## config.mk

```make
export PLATFORM = sky130hd
export DESIGN_NAME = tetron_placer
export DESIGN_NICKNAME = d
export VERILOG_FILES = /design/src/rtl/tetron_placer.sv
export SDC_FILE = /design/constraint.sdc
export NUM_CORES = 1
export LEC_CHECK = 0
export ABC_AREA = 1
export CORE_ASPECT_RATIO = 1.5
export CORE_MARGIN = 5
export CORE_UTILIZATION = 55
export CTS_CLUSTER_DIAMETER = 200
export DETAILED_ROUTE_END_ITERATION = 7
export PLACE_DENSITY = 0.85
export SLEW_MARGIN = 15
export SYNTH_ARGS = -nofsm -noshare
export SYNTH_HDL_FRONTEND = slang
export SYNTH_SLANG_ARGS = --single-unit
```

## constraint.sdc

```tcl
create_clock -name clk -period 9.5 [get_ports clk]
set_clock_uncertainty 0.15 [all_clocks]
set_input_delay 1.425 -clock clk [delete_from_list [all_inputs] [get_ports clk]]
set_output_delay 1.425 -clock clk [all_outputs]
set_load 0.02 [all_outputs]
```

## src/rtl/tetron_placer.sv

```systemverilog
// tetron_placer: checks or locks a four-cell tetromino against the single-port playfield RAM
//   clk, rst                        clock, synchronous active-high reset
//   req_valid/req_ready, req_lock   request handshake; 0 = collision check, 1 = lock write
//   anchor_row/col, blkN_v/hoffset  anchor cell and four signed cell offsets
//   piece_color                     colour written on lock
//   brd_addr/rd_data/wr_en/wr_data  playfield RAM port (read data one cycle after address)
//   done, collide                   completion pulse and check result
//   TETRON_PLACER_EARLY_ABORT_EN    finish a check at the first colliding cell
module tetron_placer #(
  parameter int BOARD_W = 10,
  parameter int BOARD_H = 20,
  parameter int ADDR_W  = 8,
  parameter int COLOR_W = 3
) (
  input  logic               clk,
  input  logic               rst,
  input  logic               req_valid,
  output logic               req_ready,
  input  logic               req_lock,
  input  logic [4:0]         anchor_row,
  input  logic [4:0]         anchor_col,
  input  logic [4:0]         blk1_voffset,
  input  logic [4:0]         blk1_hoffset,
  input  logic [4:0]         blk2_voffset,
  input  logic [4:0]         blk2_hoffset,
  input  logic [4:0]         blk3_voffset,
  input  logic [4:0]         blk3_hoffset,
  input  logic [4:0]         blk4_voffset,
  input  logic [4:0]         blk4_hoffset,
  input  logic [COLOR_W-1:0] piece_color,
  output logic [ADDR_W-1:0]  brd_addr,
  input  logic [COLOR_W-1:0] brd_rd_data,
  output logic               brd_wr_en,
  output logic [COLOR_W-1:0] brd_wr_data,
  output logic               done,
  output logic               collide
);
  typedef enum logic [1:0] {IDLE, ISSUE, DRAIN, FINISH} state_t;
  state_t             state_q;
  logic [1:0]         idx_q;
  logic               lock_q;
  logic [4:0]         arow_q, acol_q;
  logic [4:0]         v_q [4];
  logic [4:0]         h_q [4];
  logic [COLOR_W-1:0] color_q;
  logic               pend_onb_q, pend_out_q, coll_q;
  logic [6:0]         row, col;
  logic               issue, above, outside, onboard, hit, abort;
  always_comb begin
    row     = {2'b00, arow_q} + {{2{v_q[idx_q][4]}}, v_q[idx_q]};
    col     = {2'b00, acol_q} + {{2{h_q[idx_q][4]}}, h_q[idx_q]};
    issue   = state_q == ISSUE;
    above   = row[6];
    outside = !above && (col[6] || col >= 7'(BOARD_W) || row >= 7'(BOARD_H));
    onboard = !above && !outside;
    // result of the cell issued in the previous cycle, now that its read data is back
    hit     = pend_out_q || (pend_onb_q && brd_rd_data != '0);
  end
`ifdef TETRON_PLACER_EARLY_ABORT_EN
  assign abort = hit;
`else
  assign abort = 1'b0;
`endif
  assign brd_addr    = (issue && onboard) ? ADDR_W'(32'(row) * BOARD_W + 32'(col)) : '0;
  assign brd_wr_en   = issue && lock_q && onboard;
  assign brd_wr_data = brd_wr_en ? color_q : '0;
  assign req_ready   = state_q == IDLE;
  assign done        = state_q == FINISH;
  assign collide     = coll_q;
  always_ff @(posedge clk) begin
    if (rst) begin
      state_q    <= IDLE;
      idx_q      <= '0;
      lock_q     <= 1'b0;
      pend_onb_q <= 1'b0;
      pend_out_q <= 1'b0;
      coll_q     <= 1'b0;
    end else begin
      pend_onb_q <= issue && !lock_q && onboard;
      pend_out_q <= issue && !lock_q && outside;
      coll_q     <= coll_q | hit;
      case (state_q)
        IDLE: if (req_valid) begin
          lock_q  <= req_lock;
          arow_q  <= anchor_row;
          acol_q  <= anchor_col;
          v_q[0]  <= blk1_voffset;
          v_q[1]  <= blk2_voffset;
          v_q[2]  <= blk3_voffset;
          v_q[3]  <= blk4_voffset;
          h_q[0]  <= blk1_hoffset;
          h_q[1]  <= blk2_hoffset;
          h_q[2]  <= blk3_hoffset;
          h_q[3]  <= blk4_hoffset;
          color_q <= piece_color;
          idx_q   <= '0;
          coll_q  <= 1'b0;
          state_q <= ISSUE;
        end
        ISSUE: begin
          idx_q   <= idx_q + 2'd1;
          state_q <= abort ? FINISH : (idx_q != 2'd3) ? ISSUE : lock_q ? FINISH : DRAIN;
        end
        DRAIN:   state_q <= FINISH;
        FINISH:  state_q <= IDLE;
        default: state_q <= IDLE;
      endcase
    end
  end
endmodule

```

==> impl_metrics.tcl, run 1 <==
set metrics [dict create \
    grt_setup_unrepaired "false" \
    post-cts-setup-buffers 0 \
    cts_sinks 63 \
    synthDistinctLibCells 35 \
    setup.worst_path.start_class "flop" \
    power_leakage_nw 1.933 \
    clkTransAtPathRegs_ns 0.07 \
    cp.arrival_ns 5.30 \
    synth_nets 444 \
    crit_slowest_cell "dfxtp_1" \
    grt_pass1_vias 2878 \
    final_common_cell "clkdlybuf4s50_1" \
    overflow 0 \
    gp_congestion 0.8300 \
    rows 35 \
    pin_count 75 \
    numCtsBuffers 9 \
    dieArea_mm2 0.008188 \
    synthesis.area_mm2 0.003547 \
    reg2reg_depth 15 \
    synth_ff_type "edfxtp_1" \
    syn_to_final_growth_pct 27.58 \
    cap_violations 0 \
    worstMarginPinSlew_ns 1.107 \
    synth-xor-area-share_pct 1.235 \
    drtPass1Iterations 4 \
    track_usage_pct 20.96 \
    ir_drop_v 0.0001512 \
    synthCells 354 \
    dp_hpwl_um 6211 \
    cp_common_cell "nand2_1" \
    synth_edf_count 53 \
    async_flop_share_pct 0 \
    fmax_mhz 145.4 \
    cts_htree_levels 3 \
    r2r_slack_ns 6.32 \
    synth-adder-area-share_pct 11.43 \
    setup_violations 0 \
    period_minus_slack_ns 6.879 \
    antenna_found_initial 0 \
    cts_buffer_depth 2 \
    clk_latency_ns 0.34 \
    grt_max_degree 41 \
    p_per_area_mw_per_mm2 187.3 \
    place_area_mm2 0.004338 \
    drive_above_1_share_pct 11.87 \
    cts_resized 0 \
    timing.final.max_slew_violations 0 \
    grt_pass1_wl_um 12710 \
    cp-endpoint "brd_addr[7]" \
    final_nets 523 \
    wl_um 7646 \
    worst-path-max-fanout 21 \
    portBuffers 74 \
    cp_num_buf_inv 3 \
    hp-class "flop to flop" \
    synth_compound_area_share_pct 7.407 \
    regToRegEndpoint "pend_out_q$_SDFF_PP0_" \
    synth-seq-cells 63 \
    cts_tree "yes" \
    fin_setup_tns_ns 0 \
    initialDrtViolationCount 113 \
    fin_crit_sh_pct 72.41 \
    start_util_pct 57.04 \
    endpoint_kind "output port" \
    vias 2726 \
    worstSetupPathType "flop to output port" \
    ctsHoldBuffers 0 \
    wl_per_cell_um 14.93 \
    worst_ep_required_time_ns 7.93 \
    via_per_inst 5.324 \
    avgSynthCellArea_um2 10.02 \
    cp_slowest_stage_delay_ns 0.75 \
    core_mm2 0.006218 \
    status "finished, final reports clean" \
    clockRootBuffer "clkbuf_8" \
    final_cell_mix "74 x clkdlybuf4s50_1, 65 x nand2_1, 53 x edfxtp_1, 46 x inv_1, 30 x nor2_1" \
    synth_top_family_by_area "simple AND/OR/NAND/NOR gates" \
    finalHoldViolations 0 \
    yosysWarnings 0 \
    yosys.area_share.simple_pct 22.29 \
    diodes 0 \
    die_x_um 75.57 \
    design_area_mm2 0.004526 \
    die_y_um 108.4 \
    path_depth 23 \
    path_delay_family "adder cells" \
    drt_drc_violations_left 0 \
    crit_chain "inv_2 -> o21ai_0 -> o22ai_1 -> ha_1 -> a21oi_1 -> nand2_1 -> nand2_1 -> nand2_1 -> ha_1 -> ha_1 -> fa_1 -> xor2_1 -> ha_1 -> nand2_1 -> inv_1 -> nand2_1 -> nand2_1 -> o21ai_0 -> nand2_1 -> nand3_1 -> nand2_1 -> nor2_2 -> clkdlybuf4s50_1" \
    muxShareOfSynthArea_pct 0 \
    yosysSeqAreaShare_pct 50.51 \
    ant_nets 0 \
    maxSlewHeadroom_pct 25.81 \
]
==> layout make-up <==
type	instances	area, um^2
Tap cell	74	92.59
Timing Repair Buffer	75	748.2
Clock buffer	9	123.9
Sequential cell	63	1792
Clock inverter	7	63.81
Fill cell	441	1693
Multi-Input combinational cell	234	1513
Inverter	50	192.7
==> worst min-delay path, cell delays in order, from the launching register on <==
cell and delay [ns]:
dfxtp_1 0.30, o31ai_1 0.07, a211oi_1 0.06
==> where the power goes <==
group / internal, mW / leakage [nW] / switching, mW / total (mW)
registers: 0.312 / 0.572 / 0.00669 / 0.319
logic: 0.131 / 1.27 / 0.180 / 0.312
clock network: 0.119 / 0.0924 / 0.0982 / 0.217
==> routing by layer <==
layer  wire (um)  global-route usage, %  up-vias
met1        2558                  20.55     1265
met3         384                  3.442       26
li1            -                      -     1347
met5           0                      0        -
met2        4408                  38.81       88
met4         295                  13.00        0
==> cell families after synthesis <==
| group | Yosys count |
|---|---|
| and+or+nand+nor | 153 |
| DFF | 63 |
| buffers and inverters | 57 |
| AOI/OAI and AO/OA | 46 |
| adders and majority gates | 30 |
| xor gates and xnor gates | 5 |
==> worst min path at each step <==
| stage | endpoint | startpoint | cells after the start | slack, ns |
|---|---|---|---|---|
| floorplan | collide$_SDFF_PP0_ | pend_onb_q$_SDFF_PP0_ | 2 | 0.28 |
| global placement | idx_q[1]$_SDFFE_PP0P_ | idx_q[1]$_SDFFE_PP0P_ | 2 | 0.32 |
| detailed placement | collide$_SDFF_PP0_ | pend_onb_q$_SDFF_PP0_ | 2 | 0.32 |
| CTS | flop | idx_q[0]$_SDFFE_PP0P_ | 1 | 0.34 |
| global route | collide$_SDFF_PP0_ | pend_onb_q$_SDFF_PP0_ | 2 | 0.37 |
| finish | collide$_SDFF_PP0_ | pend_onb_q$_SDFF_PP0_ | 2 | 0.34 |
==> per-stage QoR <==
step	total power, mW	hold WS [ns]	utilization [%]	std cells	worst slack (ns)
global placement	0.6224	0.3196	69.76	496	3.209
detailed placement	0.6372	0.3249	69.76	496	2.986
finish	0.8475	0.3374	72.78	512	2.621
floorplan	0.5632	0.2818	-	354	3.974
CTS	0.8547	0.3412	72.78	512	2.606
global route	0.9149	0.3708	72.78	512	2.137
==> cell usage after synthesis, types with 3 or more instances <==
library cell,number,area share (%)
a21oi_1,13,1.8
nor3_1,4,0.56
nor2_1,30,3.2
xor2_1,3,0.74
fa_1,4,2.3
buf_6,4,1.3
nand2_1,65,6.9
inv_1,46,4.9
nand2_2,5,0.88
nor2_2,8,1.4
inv_2,3,0.32
o21ai_0,18,2.5
ha_1,26,9.2
nand3_2,5,1.4
nand2_4,6,1.9
edfxtp_1,53,45
o22ai_1,7,1.2
nand3_1,21,3.0
dfxtp_1,10,5.6
==> sequential cells by signal, indices dropped and copies added, names as in the netlist, named ones only <==
register / cells
arow_q: 5
acol_q: 5
collide: 1
color_q: 3
v_q: 20
state_q: 1
pend_out_q: 1
pend_onb_q: 1
lock_q: 1
h_q: 20
idx_q: 2
Power figures use the tool's default switching activity.
==> inputs of run 2 (changes only) <==
--- a/config.mk
+++ b/config.mk
@@ -8,10 +8,10 @@
 export ABC_AREA = 1
 export CORE_ASPECT_RATIO = 1.5
 export CORE_MARGIN = 5
-export CORE_UTILIZATION = 55
+export CORE_UTILIZATION = 51
 export CTS_CLUSTER_DIAMETER = 200
 export DETAILED_ROUTE_END_ITERATION = 7
-export PLACE_DENSITY = 0.85
+export PLACE_DENSITY = 0.8
 export SLEW_MARGIN = 15
 export SYNTH_ARGS = -nofsm -noshare
 export SYNTH_HDL_FRONTEND = slang
==> constraint.sdc (replaced) <==
create_clock -name clk -period 6.6 [get_ports clk]
set_clock_uncertainty 0.15 [all_clocks]
set_input_delay 0.99 -clock clk [delete_from_list [all_inputs] [get_ports clk]]
set_output_delay 0.99 -clock clk [all_outputs]
set_load 0.02 [all_outputs]
==> run 2 against run 1 <==
Net effect: critical path depth shrank 2; sequential share of layout area up 0.10 points; global-route usage fell by 3.6 points; worst hold slack got worse by 0.0079 ns; final area shrank 0.19%; die area grew 7.0%; flip-flop and latch count did not move; critical endpoint unchanged; largest cell class unchanged.
==> impl_metrics.tcl, run 2 (synthesis results as in run 1) <==
set metrics [dict create \
    final_cell_mix "74 x clkdlybuf4s50_1, 65 x nand2_1, 53 x edfxtp_1, 46 x inv_1, 30 x nor2_1" \
    track_usage_pct 17.31 \
    clkTransAtPathRegs_ns 0.06 \
    post-cts-setup-buffers 0 \
    design_area_mm2 0.004517 \
    worst_ep_required_time_ns 5.46 \
    reg.largest.list "h_q (20), v_q (20)" \
    cp_slowest_stage_delay_ns 0.60 \
    pin_count 75 \
    cts_buffer_depth 2 \
    switching_share_pct 33.05 \
    place_area_mm2 0.004343 \
    wl_um 7182 \
    grt_setup_unrepaired "false" \
    clk_latency_ns 0.33 \
    vias 2611 \
    ir_drop_v 0.0001962 \
    dp_hpwl_um 5784 \
    crit_chain "inv_2 -> a32oi_1 -> inv_1 -> fa_1 -> inv_1 -> nand3_1 -> nand3_1 -> nand2_1 -> ha_1 -> fa_1 -> xor2_1 -> ha_1 -> nand2_1 -> nor3_1 -> nor2_1 -> nand3_1 -> nand2_1 -> nand3_1 -> nand2_1 -> nor2_2 -> clkdlybuf4s50_1" \
    setup_violations 0 \
    grt_pass1_vias 2738 \
    finish.utilization_pct 66.37 \
    power.total_mw 1.192 \
    fmax_mhz 164.6 \
    cp_num_buf_inv 4 \
    worst-path-max-fanout 11 \
    numCtsBuffers 9 \
    die_y_um 112.1 \
    final_nets 523 \
    dpl.cell_count 500 \
    hp-class "flop to flop" \
    hold_path_startpoint "idx_q[0]$_SDFFE_PP0P_" \
    wl_per_cell_um 13.92 \
    pre_cts_ws_ns 0.5417 \
    crit_slowest_cell "clkdlybuf4s50_1" \
    overflow 0 \
    fillers 538 \
    path_delay_family "adder cells" \
    via_per_inst 5.060 \
    syn_to_final_growth_pct 27.34 \
    worstMarginPinSlew_ns 1.093 \
    dieArea_mm2 0.008758 \
    initialDrtViolationCount 116 \
    drtPass1Iterations 4 \
    cts_tree "yes" \
    final_cells 516 \
    ant_nets 0 \
    combPwrFrac_pct 37.6 \
    cts_sinks 63 \
    grt_max_degree 41 \
    start_util_pct 52.12 \
    core_mm2 0.006805 \
    register_area_mm2 0.001793 \
    cts_htree_levels 3 \
    power_leakage_nw 1.927 \
    drive_above_1_share_pct 11.19 \
    gp_congestion 0.8119 \
    multiInputGateArea_mm2 0.001513 \
    p_switching_uw 393.8 \
    timing.final.max_slew_violations 0 \
    fin_crit_sh_pct 92.04 \
    diodes 0 \
    cap_violations 0 \
    p_clk_share_pct 23.8 \
    status "finished, final reports clean" \
    finalHoldViolations 0 \
    grt_pass1_wl_um 12050 \
    fin_setup_tns_ns 0 \
    p_per_area_mw_per_mm2 263.8 \
    period_minus_slack_ns 6.075 \
    seqPwrFrac_pct 38.5 \
    worstSetupPathType "flop to output port" \
    setup_ws_ns 0.5253 \
    rows 37 \
    whs_ns 0.3295 \
    portBuffers 74 \
    drt_drc_violations_left 0 \
    maxSlewHeadroom_pct 26.72 \
    clockRootBuffer "clkbuf_8" \
    die_x_um 78.10 \
    setup.worst_path.start_class "flop" \
    cp.arrival_ns 4.93 \
    p_int_uw 797.8 \
    final_common_cell "clkdlybuf4s50_1" \
    endpoint_kind "output port" \
    antenna_found_initial 0 \
]
## run 2: cell count changes in the layout (fill, tap and decap cells not counted)
cell and delta:
bufinv_16 -1, dfxtp_2 +1, inv_2 -1, inv_4 +1, clkbuf_1 +5, clkinvlp_4 -2, clkbuf_8 +2, dfxtp_1 -1
clkinv_2 -3, clkinv_1 -1
## run 2: layer usage
metal,GRT usage [%],routed length [um],vias up
met5,0,0,-
li1,-,-,1353
met1,17.72,2652,1184
met2,32.19,4031,65
met3,4.013,333,9
met4,8.117,165,0
## run 2: cell type report
type                    count  share of cell area, %
clock buffers              16                  3.767
inverters                  50                  4.321
multi-input cells         234                  33.49
flip-flops and latches     63                  39.70
well taps                  78                  2.161
repair buffers             75                  16.57
## run 2: what timing repair did
| action | in CTS | in global routing |
|---|---|---|
| endpoints found under the setup margin | 0 | 1 |
| hold buffers | 0 | 0 |
| resized for setup | 0 | 3 |
## run 2: path summary, 6_finish.rpt
| check | endpoint | slack [ns] | cells past startpoint |
|---|---|---|---|
| min reg2reg | flop | 0.33 | 1 |
| min | flop | 0.33 | 1 |
| max | brd_addr[7] | 0.53 | 21 |
| max reg2reg | pend_out_q$_SDFF_PP0_ | 3.81 | 16 |
## run 2: power groups by stage
stage	Sequential, mW	Combinational (mW)	Clock (mW)
after floorplan	0.463	0.347	0
after global placement	0.466	0.430	0
after detailed placement	0.467	0.447	0
after CTS	0.459	0.450	0.290
after global routing	0.461	0.513	0.306
final	0.459	0.449	0.284
